==> src/rtl/elevator_pkg.sv <==
// Shared elevator definitions used by the button front end, request latch and controller.
//   NUM_FLOORS              : number of floors / call buttons
//   DEFAULT_DEBOUNCE_CYCLES : default button stability window in clk cycles
//   floor_idx_t             : floor index type
//   floor_vec_t             : one bit per floor
package elevator_pkg;

    localparam int unsigned NUM_FLOORS              = 4;
    localparam int unsigned DEFAULT_DEBOUNCE_CYCLES = 16;
    localparam int unsigned FLOOR_IDX_W             = 2;

    typedef logic [FLOOR_IDX_W-1:0] floor_idx_t;
    typedef logic [NUM_FLOORS-1:0]  floor_vec_t;

endpackage

==> src/rtl/debounce_channel.sv <==
// One button channel: input synchroniser, stability counter, debounced level and press pulse.
//   clk     : system clock
//   reset   : asynchronous active-low reset
//   i_raw   : raw asynchronous button contact
//   o_level : debounced level (registered)
//   o_press : one-cycle pulse on each debounced 0->1 transition (registered)
module debounce_channel #(
    parameter int unsigned DEBOUNCE_CYCLES = 16,
    parameter int unsigned CNT_W           = 8,
    parameter int unsigned SYNC_STAGES     = 2
) (
    input  logic clk,
    input  logic reset,
    input  logic i_raw,
    output logic o_level,
    output logic o_press
);

    localparam logic [CNT_W-1:0] CNT_LAST = CNT_W'(DEBOUNCE_CYCLES - 1);

    logic [SYNC_STAGES-1:0] r_sync;
    logic [CNT_W-1:0]       r_cnt;
    logic                   r_level;
    logic                   r_press;

    logic                   w_sync;
    logic [CNT_W-1:0]       w_cnt_nxt;
    logic                   w_level_nxt;
    logic                   w_press_nxt;

    // Synchroniser chain; the last stage is the only copy of the input the filter sees.
    always_ff @(posedge clk or negedge reset) begin
        if (!reset) begin
            r_sync <= '0;
        end else begin
            r_sync <= {r_sync[SYNC_STAGES-2:0], i_raw};
        end
    end

    assign w_sync = r_sync[SYNC_STAGES-1];

    // Count consecutive disagreeing samples; any agreement restarts the window.
    always_comb begin
        w_cnt_nxt   = '0;
        w_level_nxt = r_level;
        w_press_nxt = 1'b0;
        if (w_sync != r_level) begin
            if (r_cnt == CNT_LAST) begin
                w_level_nxt = w_sync;
                w_press_nxt = w_sync;
            end else begin
                w_cnt_nxt = r_cnt + CNT_W'(1);
            end
        end
    end

    // Filter state.
    always_ff @(posedge clk or negedge reset) begin
        if (!reset) begin
            r_cnt   <= '0;
            r_level <= 1'b0;
            r_press <= 1'b0;
        end else begin
            r_cnt   <= w_cnt_nxt;
            r_level <= w_level_nxt;
            r_press <= w_press_nxt;
        end
    end

    assign o_level = r_level;
    assign o_press = r_press;

endmodule

==> src/rtl/button_debounce.sv <==
// Debounce front end for the floor call buttons: one independent channel per floor.
//   clk        : system clock
//   reset      : asynchronous active-low reset
//   raw_button : raw asynchronous contacts, bit n = floor n, active-high
//   level      : debounced levels
//   press      : one-cycle pulse per debounced press, bit n feeds request latch button<n>
module button_debounce
    import elevator_pkg::*;
#(
    parameter int unsigned DEBOUNCE_CYCLES = DEFAULT_DEBOUNCE_CYCLES,
    parameter int unsigned CNT_W           = 8,
    parameter int unsigned SYNC_STAGES     = 2
) (
    input  logic                  clk,
    input  logic                  reset,
    input  logic [NUM_FLOORS-1:0] raw_button,
    output logic [NUM_FLOORS-1:0] level,
    output logic [NUM_FLOORS-1:0] press
);

    floor_vec_t w_level;
    floor_vec_t w_press;

    // One identical filter per floor button; channels never interact.
    for (genvar g = 0; g < NUM_FLOORS; g++) begin : g_chan
        debounce_channel #(
            .DEBOUNCE_CYCLES (DEBOUNCE_CYCLES),
            .CNT_W           (CNT_W),
            .SYNC_STAGES     (SYNC_STAGES)
        ) u_chan (
            .clk     (clk),
            .reset   (reset),
            .i_raw   (raw_button[g]),
            .o_level (w_level[g]),
            .o_press (w_press[g])
        );
    end

    assign level = w_level;
    assign press = w_press;

endmodule

==> config.mk <==
export PLATFORM = sky130hd
export DESIGN_NAME = button_debounce
export DESIGN_NICKNAME = d
export VERILOG_FILES = /design/src/rtl/elevator_pkg.sv /design/src/rtl/debounce_channel.sv /design/src/rtl/button_debounce.sv
export SDC_FILE = /design/constraint.sdc
export NUM_CORES = 1
export LEC_CHECK = 0
export ABC_AREA = 1
export BUFFER_PORTS_ARGS = -buffer_cell sky130_fd_sc_hd__buf_2
export CORE_ASPECT_RATIO = 1.2
export CORE_MARGIN = 10
export CORE_UTILIZATION = 30
export CTS_BUF_LIST = sky130_fd_sc_hd__clkbuf_8
export DETAILED_ROUTE_END_ITERATION = 6
export GPL_TIMING_DRIVEN = 0
export PLACE_DENSITY = 0.55
export SYNTH_ARGS = -nofsm -noshare
export SYNTH_HDL_FRONTEND = slang
export SYNTH_SLANG_ARGS = --single-unit
==> constraint.sdc <==
create_clock -name clk -period 1.3 [get_ports clk]
set_input_delay 0.13 -clock clk [delete_from_list [all_inputs] [get_ports clk]]
set_output_delay 0.13 -clock clk [all_outputs]
set_load 0.02 [all_outputs]
## After elaboration in Yosys (flattened, before gate mapping)

Index checks and enable logic that the tools add are counted.

- Register bits after elaboration: 48
- Bits of input ports: 6

- Add/sub/neg operators: 4
- Equal/unequal tests: 8
- Muxes and demuxes: 16
- Reduce and logical (&&, ||, !) cells: 4

Operators with widths:

| cell | count |
|---|---|
| 8-bit 2-to-1 mux | 8 |
| 8-bit by 1-bit adder with 8-bit output (second input constant) | 4 |
| 8-bit by 4-bit equality test with 1-bit output (second input constant) | 4 |
| 1-bit 2-to-1 mux | 8 |
| 2-bit AND reduction | 4 |
| 1-bit inequality test | 4 |

## Depth between registers and ports, before layout

Gate-level depths: netlist (run 1).

- Word-level depth: 3
- Mapped depth: 7

## Cells and area by module

From an unflattened synthesis (run 1), not the netlist that was laid out.

- Cell total of the unflattened synthesis: 252
- Area total of the unflattened synthesis: 2197.1 um^2

Modules (own cells, without submodules):

| module | instances | cells an instance | area each (um^2) | sequential area each (um^2) |
|---|---|---|---|---|
| debounce_channel | 4 | 63 | 549.3 | 300.3 |

## Worst setup path after synthesis (run 1)

Ideal clock, no wire load.

- Path type: register -> register
- Start point: register g_chan[2].u_chan.r_cnt[0]
- End point: register g_chan[2].u_chan.r_level
- Setup time: 123 ps
- Arrival time: 941 ps
- Path slack: 236 ps
- Cell stages (with the launch flop): 8
- Path buffers: 0
- Period minus slack after synthesis: 1064 ps
- Path through: dfrtp_1 > ha_1 > nand2_1 > inv_2 > nand2_2 > nor2_1 > nand2_1 > nand2_1

- Cells in the longest elaborated chain, start to end: 2

RTL lines:

| item | RTL line | source |
|---|---|---|
| from (decl) | debounce_channel.sv:22 | `logic [CNT_W-1:0] r_cnt;` |
| from (signal assigned) | debounce_channel.sv:64 | `r_cnt <= w_cnt_nxt;` |
| 8-bit by 4-bit equality test with 1-bit output | debounce_channel.sv:48 | `if (r_cnt == CNT_LAST) begin` |
| 2-bit AND reduction (no source line) | - |  |
| to (signal assigned) | debounce_channel.sv:65 | `r_level <= w_level_nxt;` |
| to (decl) | debounce_channel.sv:23 | `logic r_level;` |

Every way passes these cells.
A chain may end at the register's enable or synchronous reset.

## Worst setup path after layout (run 1)

- Start point: register g_chan[0].u_chan.r_cnt[0]
- End point: register g_chan[0].u_chan.r_cnt[4]

- Cells in the longest elaborated chain, start to end: 3
- Elaborated cells between the ends (all ways): 4

RTL lines:

| item | RTL line | source |
|---|---|---|
| from (decl) | debounce_channel.sv:22 |  |
| from (signal assigned) | debounce_channel.sv:64 |  |
| 8-bit by 1-bit adder with 8-bit output or 8-bit by 4-bit equality test with 1-bit output (tied branches) | debounce_channel.sv:52, debounce_channel.sv:48 |  |
| 8-bit 2-to-1 mux * | debounce_channel.sv:48 |  |
| 8-bit 2-to-1 mux * | debounce_channel.sv:47 | `if (w_sync != r_level) begin` |
| net g_chan[0].u_chan.w_cnt_nxt[4] | debounce_channel.sv:27 | `logic [CNT_W-1:0] w_cnt_nxt;` |

Mark *: on every way through the listed nets, which the timed path passes. The rest lies on a longest branch.

==> run metrics, run 1 <==
Port Buffers=13; WL per Instance=9.805 um; core footprint=7189 sq um; Post-synth ARST share=1.000; Synth Cell Area=2207 sq um; critical path cell sequence=ha_1 > nand2_1 > inv_2 > nand2_2 > o21ai_2 > nor2_1; Setup violations, final=0; R2R Setup Slk=0.13 ns; WL met3=119 um; first-pass detailed-route iteration total=4; kind of critical path=reg2reg; Pwr per Cell Area=1017 nW/um^2; DR iter-0 viols=36; # Max-Cap Violations=0; CTS buffer count=5; max-slew violations=0; Post-synth EDFFs=0; initial antenna violation count=0; crit path to=g_chan[0].u_chan.r_cnt[4]; synthesized net count=268; register area share after synthesis=0.5442; leakage=1.263 nW; CTS Buffer Depth=2; fin cells=375; CTS sink count=48; Clock Skew=0.003908 ns; number of fill cells=732; PnR worst setup slack=0.1260 ns; gp weighted congestion=0.7816; WP data arrival=1.36 ns; Critical R2R Capture=g_chan[0].u_chan.r_cnt[4]; routed vias/inst=4.237; Worst Setup SP=g_chan[0].u_chan.r_cnt[0]; commonest non-fill, non-tap cell in the layout=nand2_1; Fin. Hold Viols=0; delay-heaviest family, CP=flip-flops; routed wire length=3677 um; Tcrit/Tclk final=0.9031; flops & latches, synth=48; largest net degree at the start of global routing=49; vias in the first global route=1567; Placed Cells incl. Taps=361; num rows=34; Min-Delay Path Class=in2async; Synth area leaders=dfrtp_1 (54%), nand2_1 (9.5%), nor2_1 (7.8%); Highest Signal Layer=met4; Setup WS pre-CTS=0.1210 ns; Switch Pwr=0.0005841 W; Met1 Routed Length=1657 um; Worst setup EP type=register; routed vias=1589; RSZ-0062 raised after global routing=yes; Post-Syn Area per Cell=8.555 sq um; Finished Cell Area=2540 sq um; most frequently used flop master after synthesis=dfrtp_1; worst stage delay on the critical path=0.40 ns; first-pass GRT wire length=6575 um; Initial Util=0.3070; Layout area overhead=15.08%; Yosys cell types=15; Worst setup SP type=register; Pwr Total=0.002582 W; clock power share=0.345; H-tree Lvls=2; I/O Pins=14; Max Freq=0.8518 GHz; Worst Hold Margin=0.02067 ns; minimum clock period after layout=1.174 ns; status=finished, final reports clean; clk slew on worst S/H paths=0.08 ns; Critical Path Stages=6; Sw Share=0.2262; sequential power share=0.607; most frequent cells in the layout=nand2_1 (56), dfrtp_1 (48), nor2_1 (46); drt drc=0; cells after synthesis=258; NumNets Final=294; Yosys warnings=0; cell taking the most area after synthesis=dfrtp_1; GR Util All Layers=0.06981; Die W=98.30 um; TritonCTS clock tree=done; R2R depth=6; Max IR drop VDD=0.0003827 V; root buffer cell=clkbuf_8; Crit Path Max Fanout=5; RR Startpoint=g_chan[0].u_chan.r_cnt[0]; Post-DRT Antenna Nets=0; P_int=0.001998 W; Crit-path slowest cell=dfrtp_1; Worst slew margin=0.3018; Comb pwr share=0.048; Detailed Place HPWL=2688 um; Worst Path Buf+Inv=1; Yosys top cell area share=0.5442; die extent in y=114.0 um; met2 WL=1806 um; share of cells above drive strength 1=0.1965; DIE AREA=11200 sq um; CP Data Required Time=1.49 ns; clock latency on the worst-skew pair=0.30 ns; antenna cells=0; placed inst area=2385 sq um; worst-margin pin slew=1.047 ns; gr ovfl total=0
## synth_stat cells (4+ instances only)
library cell  instances
nand2_1              56
dfrtp_1              48
nor2_1               46
inv_1                28
nand3_1              20
o21ai_0              12
buf_4                 8
nand2_2               8
nor2_2                8
xor2_1                8
ha_1                  4
inv_2                 4
o21ai_2               4
## power groups by stage
stage	Sequential, W	Clock, W	Combinational [W]
after floorplan	0.00159	0	0.0000627
after global placement	0.00159	0	0.000114
after CTS	0.00157	0.000947	0.000125
after global routing	0.00157	0.00100	0.000150
final	0.00157	0.000891	0.000124
after detailed placement	0.00160	0	0.000115
## state kept, by name (all words and copies together), names as in the netlist
| name | flops |
|---|---|
| g_chan.u_chan.o_press | 4 |
| g_chan.u_chan.r_cnt | 32 |
| g_chan.u_chan.o_level | 4 |
| g_chan.u_chan.r_sync | 8 |
## through the flow
step | utilization | setup TNS (ns)
finish | 0.3533 | 0
global route | 0.3533 | -0.03422
CTS | 0.3498 | 0
detailed placement | 0.3317 | 0
global placement | 0.3317 | 0
floorplan | - | 0
## worst reg2reg max path, delay by kind of cell, from the launching register on
family / cells / cell delay, ns
AND/OR/NAND/NOR: 3 / 0.21
AO/OA/AOI/OAI: 1 / 0.19
adder cells (fa/ha/maj): 1 / 0.18
flip-flops: 1 / 0.40
buffers and inverters: 1 / 0.10
## layout make-up
| cell class | count | area, sq um | share of cell area |
|---|---|---|---|
| tap | 90 | 112.6 | 0.04433 |
| buffer | 8 | 60.06 | 0.02365 |
| clock buffer | 6 | 82.58 | 0.03251 |
| clock inverter | 2 | 7.507 | 0.002956 |
| sequential | 48 | 1201 | 0.4729 |
| multi-input combinational | 170 | 835.8 | 0.3291 |
| inverter | 32 | 120.1 | 0.04729 |
| timing repair buffer | 19 | 120.1 | 0.04729 |
## routing by layer
layer | vias to the layer above | GRT usage
met5 | - | 0
li1 | 832 | -
met4 | 0 | 0.04115
met2 | 15 | 0.1160
met1 | 736 | 0.07565
met3 | 6 | 0.02359
## cell families (layout without fill, tap and decap cells)
family | after synthesis | in the layout | synth area share
AOI/OAI and AO/OA | 20 | 20 | 0.05556
DFF | 48 | 48 | 0.5442
adders and majority gates | 4 | 4 | 0.02268
and+or+nand+nor | 138 | 138 | 0.2642
buffers and inverters | 40 | 67 | 0.08163
xor gates and xnor gates | 8 | 8 | 0.03175
## worst min-delay path by stage
stage	from	slack [ns]	endpoint
floorplan	reset	-0.17	g_chan[0].u_chan.o_level
global placement	raw_button[3]	0.24	g_chan[3].u_chan.r_sync[0]
detailed placement	raw_button[0]	0.24	g_chan[0].u_chan.r_sync[0]
CTS	reset	0.07	g_chan[3].u_chan.o_press
global route	reset	0.12	g_chan[0].u_chan.r_sync[0]
finish	reset	0.02	g_chan[3].u_chan.o_press
## repair_timing
action / in CTS / in global routing
hold endpoints to repair: 4 / 0
hold buffers: 4 / 0
endpoints found under the setup margin: 0 / 8
gates resized for setup: 0 / 2
setup buffers: 0 / 2
(Power assumes the default switching activity.)
==> run 2: changes to the inputs <==
--- a/config.mk
+++ b/config.mk
@@ -6,14 +6,15 @@
 export NUM_CORES = 1
 export LEC_CHECK = 0
 export ABC_AREA = 1
-export BUFFER_PORTS_ARGS = -buffer_cell sky130_fd_sc_hd__buf_2
 export CORE_ASPECT_RATIO = 1.2
 export CORE_MARGIN = 10
 export CORE_UTILIZATION = 30
 export CTS_BUF_LIST = sky130_fd_sc_hd__clkbuf_8
 export DETAILED_ROUTE_END_ITERATION = 6
+export DONT_BUFFER_PORTS = 1
 export GPL_TIMING_DRIVEN = 0
-export PLACE_DENSITY = 0.55
+export PLACE_DENSITY = 0.54
 export SYNTH_ARGS = -nofsm -noshare
 export SYNTH_HDL_FRONTEND = slang
+export SYNTH_HIERARCHICAL = 1
 export SYNTH_SLANG_ARGS = --single-unit
==> run 2 against run 1 <==
Against the previous run: utilization rose by 0.16 points; via count shrank 2.8%; clock power up 5.7%; routed wire length up 1.5%; final area rose by 0.44%; combinational power is 23% higher.
==> run metrics, run 2 <==
status=finished, final reports clean; RSZ-0062 raised after global routing=no; leakage=1.193 nW (-5.5%); Yosys warnings=6 (+6); die extent in y=113.7 um (-0.19%); flops & latches, synth=48 (unchanged); Fin. Hold Viols=0 (unchanged); share of cells above drive strength 1=0.2161 (+0.01963); cells after synthesis=252 (-2.3%); register area=1201 sq um (unchanged); clock latency on the worst-skew pair=0.29 ns (about the same); Setup violations, final=0 (unchanged); most frequent cells in the layout=nand2_1 (56), dfrtp_1 (48), nor2_1 (38); Critical R2R Capture=g_chan[3].u_chan/o_press; Yosys cell types=15 (unchanged); top post-synthesis cells by count=nand2_1 (56), dfrtp_1 (48), nor2_1 (40); Post-synth EDFFs=0 (unchanged); RR Startpoint=g_chan[3].u_chan/r_cnt[0]; commonest non-fill, non-tap cell in the layout=nand2_1; Min-Delay Path Class=in2async; R2R depth=7 (+1); I/O Pins=14 (unchanged); register area share after synthesis=0.5467 (+0.002479); WP data arrival=1.40 ns (+0.04 ns); Pwr per Cell Area=1044 nW/um^2 (+2.7%); CTS Buffer Depth=2 (unchanged); first-pass GRT wire length=6810 um (+3.6%); PnR worst setup slack=0.1177 ns (-0.008332 ns); Multi-input gate area=883.3 sq um (+5.7%); initial antenna violation count=0 (unchanged); worst-margin pin slew=0.3863 ns (-0.6611 ns); CTS buffer count=5 (unchanged); drt drc=0 (unchanged); Worst setup EP type=register; largest net degree at the start of global routing=49 (unchanged); NumNets Final=283 (-3.7%); gr ovfl total=0 (unchanged); DR iter-0 viols=32 (-11%); Clock Skew=0.005693 ns (+0.001785 ns); Port Buffers=0 (-13); H-tree Lvls=2 (unchanged); Setup WS pre-CTS=0.09597 ns (-0.02499 ns); cell taking the most area after synthesis=dfrtp_1; gp weighted congestion=0.7376 (-5.6%); # Max-Cap Violations=0 (unchanged); Crit Path Max Fanout=5 (unchanged); Final TNS setup=0 ns (unchanged); Tcrit/Tclk final=0.9095 (+0.006409); TritonCTS clock tree=done; DIE AREA=11160 sq um (-0.37%); antenna cells=0 (unchanged); Synth area leaders=dfrtp_1 (55%), nand2_1 (9.6%), nor2_1 (6.8%); routed wire length=3732 um (+1.5%); kind of critical path=reg2reg; Max IR drop VDD=0.0006382 V (+67%); Post-synth ARST share=1.000 (unchanged); Worst setup SP type=register; WL per Instance=10.28 um (+4.9%); GR Util All Layers=0.07139 (+0.001582); Pwr Total=0.002664 W (+3.2%); Initial Util=0.3056 (-0.001392); CTS sink count=48 (unchanged); count leader, synth=nand2_1; root buffer cell=clkbuf_8; vias in the first global route=1539 (-1.8%); minimum clock period after layout=1.182 ns (+0.008332 ns); Die W=98.12 um (-0.18%); Post-DRT Antenna Nets=0 (unchanged); first-pass detailed-route iteration total=4 (unchanged); clk slew on worst S/H paths=0.09 ns (about the same); most frequently used flop master after synthesis=dfrtp_1; Max Freq=0.8458 GHz (-0.70%); placed inst area=2310 sq um (-3.1%); number of fill cells=729 (-0.41%); routed vias/inst=4.256 (+0.45%); num rows=34 (unchanged); synthesized net count=262 (-2.2%); Layout area overhead=16.12%; Worst slew margin=0.7425 (+0.4407); R2R Setup Slk=0.12 ns (about the same); Reg with most FFs=g_chan.u_chan/r_cnt; Yosys top cell area share=0.5467 (+0.002479); Finished Cell Area=2551 sq um (+0.44%); core footprint=7189 sq um (unchanged); Largest regs=g_chan.u_chan/r_cnt: 32 flops, g_chan.u_chan/r_sync: 8 flops; max-slew violations=0 (unchanged); Post-Syn Area per Cell=8.719 sq um (+1.9%); Detailed Place HPWL=2629 um (-2.2%); CP Data Required Time=1.52 ns (+0.03 ns); Largest register FFs=32 (unchanged); routed vias=1545 (-2.8%); Synth Cell Area=2197 sq um (-0.45%)
run 2: metal layers:
| metal | global-route usage | vias to the layer above | wire length (um) |
|---|---|---|---|
| met5 | 0 | - | 0 |
| met4 | 0.02330 | 0 | 36 |
| met3 | 0.02601 | 4 | 180 |
| met2 | 0.1185 | 20 | 1698 |
| met1 | 0.08339 | 710 | 1816 |
| li1 | - | 811 | - |
run 2: worst max path at each step:
| stage | to | from | cells past startpoint | slack, ns |
|---|---|---|---|---|
| after floorplan | g_chan[0].u_chan/o_press | g_chan[0].u_chan/r_cnt[0] | 7 | 0.24 |
| after global placement | g_chan[3].u_chan/o_press | g_chan[3].u_chan/r_cnt[0] | 7 | 0.11 |
| after detailed placement | g_chan[3].u_chan/o_press | g_chan[3].u_chan/r_cnt[0] | 7 | 0.1 |
| after CTS | g_chan[3].u_chan/o_press | g_chan[3].u_chan/r_cnt[0] | 7 | 0.07 |
| after global routing | g_chan[1].u_chan/r_cnt[3] | g_chan[1].u_chan/r_cnt[0] | 6 | 0.0001 |
| final | g_chan[3].u_chan/o_press | g_chan[3].u_chan/r_cnt[0] | 7 | 0.12 |
run 2: repair_timing:
item / 4_1_cts / 5_1_grt
setup endpoints to repair: 0 / 9
hold endpoints to repair: 52 / 0
gates resized for setup: 0 / 3
hold buffers: 6 / 0
buffers inserted: 0 / 8
run 2: critical path: stages (launching register included):
cell     delay, ns
dfrtp_1       0.39
ha_1          0.18
nand2_1       0.06
inv_2         0.10
nand2_2       0.08
nor2_1        0.11
nand2_1       0.08
nor2_2        0.10
run 2: where the power goes:
| part | switching [W] | leakage [nW] | internal (W) |
|---|---|---|---|
| Clock | 0.000467 | 0.0503 | 0.000474 |
| Combinational | 0.0000867 | 0.501 | 0.0000656 |
| Sequential | 0.0000359 | 0.642 | 0.00153 |
| Total | 0.000590 | 1.19 | 0.00207 |
run 2: metrics by stage:
| stage | hold slack (ns) | instances | util |
|---|---|---|---|
| finish | 0.3424 | 363 | 0.3549 |
| global route | 0.3553 | 363 | 0.3549 |
| detailed placement | -0.1638 | 342 | 0.3213 |
| CTS | 0.3411 | 355 | 0.3455 |
| global placement | -0.1638 | 342 | 0.3213 |
| floorplan | -0.1656 | 252 | - |
run 2: layout make-up:
cell class,instances,area share
Timing Repair Buffer,14,0.05395
Multi-Input combinational cell,172,0.3462
Sequential cell,48,0.4708
Clock buffer,7,0.03776
Inverter,32,0.04708
Tap cell,90,0.04414
run 2: cell families after synthesis:
logic type / Yosys count / synth area share
buffers and inverters: 32 / 0.05467
flip-flops: 48 / 0.5467
AND/OR/NAND/NOR: 140 / 0.2779
adder cells (fa/ha/maj): 4 / 0.02278
AO/OA/AOI/OAI: 20 / 0.05239
XOR/XNOR: 8 / 0.04556
==> run 3: changes to the inputs <==
--- a/config.mk
+++ b/config.mk
@@ -12,7 +12,6 @@
 export CTS_BUF_LIST = sky130_fd_sc_hd__clkbuf_8
 export DETAILED_ROUTE_END_ITERATION = 6
 export DONT_BUFFER_PORTS = 1
-export GPL_TIMING_DRIVEN = 0
 export PLACE_DENSITY = 0.54
 export SYNTH_ARGS = -nofsm -noshare
 export SYNTH_HDL_FRONTEND = slang
==> run 3 against run 2 <==
Against the previous run: critical path depth is 1 lower; clock skew hardly changed; global-route usage is 0.33 points higher; routed wire length is 1.7% higher; final cell count is 0.28% lower; count of clock-buffer cells in the layout is 1 lower; worst setup slack worse by 0.0070 ns; first-iteration DRC count is 66% higher; sequential share of layout area is 0.21 points higher; utilization is 0.16 points lower; fmax is 0.59% lower; critical endpoint is now g_chan[3].u_chan/r_cnt[0]; highest routed layer unchanged.
==> run metrics, run 3 (synthesis results as in run 2) <==
Finished Cell Area=2540 sq um (-0.44%); minimum clock period after layout=1.189 ns (+0.007035 ns); Pwr per Cell Area=1043 nW/um^2 (-0.10%); RR Startpoint=g_chan[3].u_chan/r_cnt[0]; gp weighted congestion=0.7569 (+2.6%); Max Freq=0.8408 GHz (-0.59%); vias in the first global route=1557 (+1.2%); clock latency on the worst-skew pair=0.30 ns (about the same); Tcrit/Tclk final=0.9149 (+0.005412); num rows=34 (unchanged); kind of critical path=reg2reg; CTS buffer count=5 (unchanged); drt drc=0 (unchanged); leakage=1.179 nW (-1.1%); Clock Skew=0.005363 ns (-0.0003304 ns); H-tree Lvls=2 (unchanged); DIE AREA=11160 sq um (unchanged); clk slew on worst S/H paths=0.09 ns (about the same); placed inst area=2332 sq um (+0.98%); clock power share=0.353 (about the same); Worst Hold Margin=0.3197 ns (-0.02270 ns); Port Buffers=0 (unchanged); Layout area overhead=15.60%; WL per Instance=10.48 um (+2.0%); Initial Util=0.3056 (unchanged); Fin. Hold Viols=0 (unchanged); first-pass GRT wire length=7017 um (+3.0%); Worst setup EP type=register; RSZ-0062 raised after global routing=no; Worst setup SP type=register; DR iter-0 viols=53 (+66%); core footprint=7189 sq um (unchanged); commonest non-fill, non-tap cell in the layout=nand2_1; routed vias=1542 (-0.19%); Largest regs=g_chan.u_chan/r_cnt: 32 flops, g_chan.u_chan/r_sync: 8 flops; Worst slew margin=0.7741 (+0.03159); largest net degree at the start of global routing=49 (unchanged); Post-DRT Antenna Nets=0 (unchanged); die extent in y=113.7 um (unchanged); Min-Delay Path Class=in2async; NumNets Final=281 (-0.71%); # Max-Cap Violations=0 (unchanged); routed wire length=3795 um (+1.7%); gr ovfl total=0 (unchanged); share of cells above drive strength 1=0.2059 (-0.01023); status=finished, final reports clean; Placed Cells incl. Taps=345 (+0.88%); CTS Buffer Depth=2 (unchanged); worst-margin pin slew=0.3389 ns (-0.04739 ns); CP Data Required Time=1.49 ns (-0.03 ns); Crit Path Max Fanout=5 (unchanged); Reg with most FFs=g_chan.u_chan/r_cnt; Detailed Place HPWL=2754 um (+4.7%); root buffer cell=clkbuf_8; Largest register FFs=32 (unchanged); Worst Setup SP=g_chan[3].u_chan/r_cnt[0]; initial antenna violation count=0 (unchanged); routed vias/inst=4.260 (about the same); Setup violations, final=0 (unchanged); Final TNS setup=0 ns (unchanged); Switch Pwr=0.0006252 W (+6.0%); first-pass detailed-route iteration total=4 (unchanged); CTS sink count=48 (unchanged); I/O Pins=14 (unchanged); Die W=98.12 um (unchanged); Max IR drop VDD=0.0007046 V (+10%); Comb pwr share=0.054 (-0.003); GR Util All Layers=0.07472 (+0.003324); fin cells=362 (-0.28%); Sw Share=0.2360 (+0.01460); TritonCTS clock tree=done; most frequent cells in the layout=nand2_1 (56), dfrtp_1 (48), nor2_1 (40); WP data arrival=1.38 ns (-0.02 ns); sequential power share=0.592 (+0.003); max-slew violations=0 (unchanged); antenna cells=0 (unchanged); P_int=0.002024 W (-2.4%)
==> run 3: cell count changes in the layout (fill, tap and decap cells not counted) <==
| cell | before | now |
|---|---|---|
| o21ai_2 | 4 | 3 |
| clkbuf_8 | 7 | 6 |
| o21ai_4 | 0 | 1 |
| clkinvlp_4 | 0 | 2 |
| nor2_2 | 18 | 16 |
| nor2_1 | 38 | 40 |
| buf_4 | 8 | 6 |
==> run 3: area by class of cell <==
cell class	count	area [sq um]
fill	731	4649
timing repair buffer	12	122.6
inverter	32	120.1
clock inverter	2	15.01
sequential	48	1201
tap	90	112.6
clock buffer	6	82.58
multi-input combinational	172	885.9
==> run 3: stage by stage <==
stage,total power [W],util,worst slack [ns]
global route,0.002791,0.3533,0.0003718
floorplan,0.001662,-,0.2359
finish,0.002649,0.3533,0.1107
global placement,0.001685,0.3244,0.1284
CTS,0.002694,0.3488,0.08664
detailed placement,0.001685,0.3244,0.09523
==> run 3: per-layer routing <==
layer / vias up / GRT usage / part of all wire
met1: 707 / 0.08537 / 0.45
met2: 18 / 0.1229 / 0.47
met5: - / 0 / 0
met4: 0 / 0.02913 / 0.016
li1: 810 / - / -
met3: 7 / 0.02904 / 0.057
==> run 3: what timing repair did <==
item	in CTS	in global routing
resized for setup	0	2
setup endpoints to repair	0	10
endpoints found under the hold margin	52	0
setup buffers	0	3
hold buffers	6	0
==> run 3: power groups by stage <==
stage,logic [W],clock network [W],registers (W)
2_1_floorplan,0.0000692,0,0.00159
3_3_place_gp,0.0000854,0,0.00160
3_5_place_dp,0.0000843,0,0.00160
4_1_cts,0.000137,0.000986,0.00157
5_1_grt,0.000169,0.00104,0.00158
6_report,0.000144,0.000936,0.00157
==> run 3: worst paths after layout <==
kind,end,slack (ns),cells past startpoint
worst max register to register,g_chan[3].u_chan/r_cnt[0],0.11,6
min in group clk,g_chan[2].u_chan/r_sync[1],0.35,0
worst max-delay path,g_chan[3].u_chan/r_cnt[0],0.11,6
worst min-delay path,g_chan[2].u_chan/r_cnt[3],0.32,2
worst min register to register,g_chan[2].u_chan/r_sync[1],0.35,0
max in group asynchronous,g_chan[1].u_chan/r_cnt[5],0.76,2
==> run 3: critical path, cell delays in order, from the launching register on <==
cell and delay (ns):
dfrtp_1 0.40, ha_1 0.18, nand2_1 0.06, inv_2 0.10, nand2_2 0.10, o21ai_4 0.19, nor2_1 0.06
